[src/rtl/bitop_accumulator.sv]
// Streaming bitwise fold unit: folds a valid/ready burst with AND/OR/XOR/XNOR.
// Optional BITACC_OVF_EN adds out_ovf, flagging bursts longer than the counter.
module bitop_accumulator #(
  parameter int WIDTH   = 4,
  parameter int COUNT_W = 4
) (
  input  logic               clk,
  input  logic               reset,
  input  logic               in_valid,
  output logic               in_ready,
  input  logic [WIDTH-1:0]   in_data,
  input  logic [1:0]         in_op,
  input  logic               in_last,
  output logic               out_valid,
  input  logic               out_ready,
  output logic [WIDTH-1:0]   out_data,
  output logic [COUNT_W-1:0] out_count,
  output logic               out_and_red,
  output logic               out_or_red,
  output logic               out_xor_red
`ifdef BITACC_OVF_EN
  ,
  output logic               out_ovf
`endif
);

  typedef enum logic [1:0] {
    IDLE  = 2'd0,
    ACCUM = 2'd1,
    HOLD  = 2'd2
  } state_t;

  state_t             state;
  state_t             state_n;
  logic [WIDTH-1:0]   acc;
  logic [1:0]         op;
  logic [COUNT_W-1:0] count;
  logic               beat;

  function automatic logic [WIDTH-1:0] fold(
    input logic [WIDTH-1:0] a,
    input logic [WIDTH-1:0] b,
    input logic [1:0]       o
  );
    logic [WIDTH-1:0] r;
    r = a & b;
    unique case (o)
      2'b00: r = a & b;
      2'b01: r = a | b;
      2'b10: r = a ^ b;
      2'b11: r = ~(a ^ b);
    endcase
    return r;
  endfunction

  assign in_ready = (state != HOLD) && !reset;
  assign beat     = in_valid && in_ready;

  always_ff @(posedge clk or posedge reset) begin
    if (reset) state <= IDLE;
    else       state <= state_n;
  end

  always_comb begin
    state_n = state;
    unique case (state)
      IDLE:    if (beat) state_n = in_last ? HOLD : ACCUM;
      ACCUM:   if (beat && in_last) state_n = HOLD;
      HOLD:    if (out_ready) state_n = IDLE;
      default: state_n = IDLE;
    endcase
  end

  // The op is latched on the first beat; later beats' in_op is ignored.
  always_ff @(posedge clk or posedge reset) begin
    if (reset) begin
      acc   <= '0;
      op    <= '0;
      count <= '0;
    end else if (beat) begin
      if (state == IDLE) begin
        acc   <= in_data;
        op    <= in_op;
        count <= {{(COUNT_W-1){1'b0}}, 1'b1};
      end else begin
        acc <= fold(acc, in_data, op);
        if (count != '1) count <= count + 1'b1;
      end
    end
  end

`ifdef BITACC_OVF_EN
  logic ovf;

  always_ff @(posedge clk or posedge reset) begin
    if (reset) begin
      ovf <= 1'b0;
    end else if (beat) begin
      if (state == IDLE)   ovf <= 1'b0;
      else if (&count)     ovf <= 1'b1;
    end
  end

  assign out_ovf = ovf;
`endif

  assign out_valid   = (state == HOLD) && !reset;
  assign out_data    = acc;
  assign out_count   = count;
  assign out_and_red = &acc;
  assign out_or_red  = |acc;
  assign out_xor_red = ^acc;

endmodule
[config.mk]
export PLATFORM = sky130hd
export DESIGN_NAME = bitop_accumulator
export DESIGN_NICKNAME = d
export VERILOG_FILES = /design/src/rtl/bitop_accumulator.sv
export SDC_FILE = /design/constraint.sdc
export NUM_CORES = 1
export LEC_CHECK = 0
export ABC_AREA = 1
export BUFFER_PORTS_ARGS = -buffer_cell sky130_fd_sc_hd__buf_2
export CELL_PAD_IN_SITES_DETAIL_PLACEMENT = 0
export CELL_PAD_IN_SITES_GLOBAL_PLACEMENT = 1
export CORE_ASPECT_RATIO = 1.1
export CORE_UTILIZATION = 33
export CTS_CLUSTER_SIZE = 8
export DETAILED_ROUTE_END_ITERATION = 7
export PLACE_DENSITY_LB_ADDON = 0.1
export SYNTH_ARGS = -nofsm -noshare
export SYNTH_HDL_FRONTEND = slang
export SYNTH_SLANG_ARGS = --single-unit
[constraint.sdc]
create_clock -name clk -period 1.2 [get_ports clk]
set_input_delay 0.12 -clock clk [delete_from_list [all_inputs] [get_ports clk]]
set_output_delay 0.12 -clock clk [all_outputs]
set_load 0.02 [all_outputs]
# == After elaboration in Yosys (flattened, before gate mapping) ==
# Cells that the tools add are included.
# word_totals
register_bits,12
latchBits,0
mem_bits_rw,0
rom_bits,0
input_bits,11
word_cells,42
n_memories,0
# op_classes
n_addsub,1
n_mul,0
div_mod_pow,0
order_cmp,0
n_eq_ne,10
n_shift,0
mux,9
bitwise,4
reduce_logical,14
# op_table
operator,n
4-bit one-hot mux with 4 select lines,1
4-bit 2-to-1 mux,3
2-bit 2-to-1 mux,4
"2-bit != test, second input constant",4
"2-bit equality test, second input constant",3
2-bit one-hot mux with 3 select lines,1
"4-bit by 1-bit adder with 4-bit output, second input constant",1
4-bit AND,1
"2-bit by 1-bit equality test with 1-bit output, second input constant",2
1-bit logical AND,4
2-bit zero test,2
"4-bit != test, second input constant",1
4-bit NOT,1
4-bit OR,1
2-bit AND reduction,2
4-bit AND reduction,1
4-bit OR reduction,1
4-bit XOR reduction,1
4-bit XOR,1
3-bit AND reduction,1
2-bit nonzero test,1
1-bit zero test,1

# == Longest topological paths before layout ==
# depth
word_depth,6
mapped_depth,9
depth_no_buf,9

# == Worst setup path before layout ==
# No wires, ideal clock.
# synth_timing
path_kind,register to output
startpoint,register acc[0] (netlist: out_data[0])
endpoint,output port out_xor_red
arrival_time_ns,1.255
path_slack_ns,-0.175
path_stages_with_launch,4
cell_sequence,dfrtp_1 inv_1 ha_1 xor2_1
# synth_via
elab_chain_cells,1
# synth_lines
element,line_no,source
from (decl),35,logic [WIDTH-1:0] acc;
from (signal assigned),82,acc <= in_data;
from (signal assigned),86,"acc <= fold(acc, in_data, op);"
4-bit XOR reduction,112,assign out_xor_red = ^acc;
to (decl),20,output logic out_xor_red
# Every way passes these cells.

# == Final worst setup path ==
# layout_timing
startpoint,register acc[1] (netlist: out_data[1])
endpoint,output port out_xor_red
# Same word-level chain as after synthesis.

==> results.json <==
{
  "cp_slowest_cell": "dfrtp_2",
  "post-route-period-util_pct": 117,
  "cts_sinks": 12,
  "final_common_cell": "nand2_1",
  "critPathLaunchType": "flip-flop",
  "layout-drive-gt1-share_pct": 44.6,
  "critPathMaxFanout": 2,
  "reg2reg_to": "out_data[2]",
  "pwr_density_cell_nw_per_um2": 1840,
  "r2r_cells": 10,
  "cp-endpoint": "out_xor_red",
  "tritoncts": "yes",
  "fin_ws_ps": -207,
  "syn_nets": 164,
  "grt_pass1_vias": 862,
  "die_area_um2": 3210,
  "endpoint_kind": "output pin",
  "hold_viol_final": 0,
  "hp-start": "out_ready",
  "critPathKind": "reg -> out",
  "route.met3.wl_um": 56,
  "place.gp.congestion": 0.719,
  "finalSetupViolations": 7,
  "violations": "negative setup slack",
  "met2WireLength_um": 1360,
  "ant_nets": 0,
  "clk_pin_slew_ps": 80,
  "pre_cts_ws_ps": 36.3,
  "crit_path_cell_trace": "inv_2, ha_4, xor2_2, buf_6",
  "highest_layer": "met4",
  "vdd_drop_max_mv": 1.40,
  "startpoint": "out_data[1]",
  "clk_latency_ps": 280,
  "regToRegSetupSlack_ps": -40,
  "ctsLongestPathBuffers": 2,
  "fin_util_pct": 53.7,
  "required_ps": 1080,
  "ys_ff_latch": 12,
  "track_usage_pct": 16.7,
  "vias": 1037,
  "syn_inst": 140,
  "finalClockSkew_ps": 8.24,
  "status": "finished, violations left",
  "r2r_start": "out_data[2]",
  "rsz0062_at_grt": "true",
  "antenna_found_initial": 0,
  "max_stage_delay_ps": 410,
  "finalNetCount": 209,
  "synth.avg_cell_area_um2": 7.05,
  "antenna_cells": 0,
  "max_freq_mhz": 711,
  "most-common-layout-cells": "nand2_1 (43), buf_2 (18), nor2_1 (15)",
  "grt_pass1_wl_um": 3710,
  "grt_start_max_net_pins": 16,
  "viasPerCell": 4.78,
  "die_y_um": 59.4,
  "dp.final_hpwl_um": 1770,
  "drt-initial-drc-count": 11,
  "coreArea_um2": 2800,
  "io_buffers": 23,
  "clock-root-buffer": "clkbuf_4",
  "critical_path.top_delay_family": "flip-flops",
  "post-route-cell-area_um2": 1500,
  "ys_warn_count": 0,
  "syn-cell-area_um2": 987,
  "htreeDepth": 1,
  "place_area_um2": 1230,
  "hp-class": "in -> reg",
  "maxCapViolCount": 0,
  "area_growth_pct": 52.3,
  "detail_route.first_pass.iterations": 4,
  "start_util_pct": 35.2,
  "yosysSeqAreaShare_pct": 30.4,
  "cp_num_buf_inv": 2,
  "std_cell_rows": 20,
  "worst_pin_slew_ps": 251,
  "min_period_ps": 1410,
  "cp.depth": 4,
  "ios": 24,
  "finalMaxSlewViolations": 0,
  "wl_met1_um": 1150,
  "grt_overflow": 0,
  "wl_um": 2580,
  "drc": 0,
  "p_leak_nw": 0.791,
  "cp.arrival_ps": 1290,
  "max-slew-margin-rel_pct": 83.3,
  "numCtsBuffers": 3,
  "synth.distinct_cells": 18,
  "die_w_um": 54.2,
  "wl_per_cell_um": 11.9
}
==> per-stage QoR <==
step	hold slack [ps]	instances	TNS (ps)	total power, mW
global route	27.5	217	-1350	3.05
CTS	27.9	214	-547	2.56
floorplan	22.5	140	-8.83	1.50
detailed placement	191	206	0	1.98
finish	32.0	217	-549	2.77
global placement	190	206	0	1.97
==> how the worst min path moves through the flow <==
stage	end	slack, ps	cells after the start
final	state[1]	30	2
after floorplan	op[0]	20	1
after CTS	state[1]	30	2
after detailed placement	state[0]	190	3
after global placement	state[0]	190	3
after global routing	state[1]	30	2
==> logic make-up after synthesis <==
| group | after synthesis | share of synthesized area [%] |
|---|---|---|
| and+or+nand+nor | 81 | 37.0 |
| DFF | 12 | 30.4 |
| xor gates and xnor gates | 1 | 0.887 |
| buffers and inverters | 20 | 8.49 |
| AOI/OAI and AO/OA | 13 | 6.72 |
| adders and majority gates | 13 | 16.5 |
==> synth_stat cells <==
cell type | count | area share [%]
inv_1 | 16 | 6.1
nand3_1 | 7 | 3.5
nand2_1 | 50 | 19
inv_2 | 2 | 0.76
o22ai_1 | 1 | 0.63
nor2_1 | 16 | 6.1
nor3b_1 | 1 | 0.76
nand3_4 | 1 | 1.8
a21oi_1 | 7 | 3.5
nor2_4 | 3 | 3.4
buf_6 | 1 | 1.1
ha_1 | 13 | 16
nand4_1 | 2 | 1.3
xor2_1 | 1 | 0.89
buf_2 | 1 | 0.51
nand2_4 | 1 | 1.1
dfrtp_1 | 12 | 30
o21ai_1 | 5 | 2.5
==> where the power goes <==
group	leakage, nW	switching (mW)	internal (mW)
logic	0.630	0.949	0.845
clock network	0.0210	0.144	0.184
registers	0.140	0.118	0.526
total	0.791	1.21	1.56
==> flip-flops by register name (all words and copies together) (netlist names) <==
name	cells
out_data	4
state	2
op	2
out_count	4
==> routing by layer <==
layer	vias up	global-route usage, %
li1	530	-
met1	489	20.1
met2	16	28.6
met3	2	3.08
met4	0	6.59
met5	-	0
==> timing repair <==
item | in CTS | in global routing
hold endpoints to repair | 12 | 0
gates resized for setup | 18 | 22
endpoints found under the setup margin | 5 | 15
hold buffers | 1 | 0
pin swaps | 5 | 16
setup buffers | 3 | 2
gates cloned | 0 | 1
==> layout make-up <==
type	count	area, µm²
well taps	33	41.3
multi-input cells	109	743
inverters	18	72.6
clock buffers	4	36.3
repair buffers	41	302
fillers	293	1300
flip-flops and latches	12	309
Note: power is estimated with default switching activity, not from simulation.
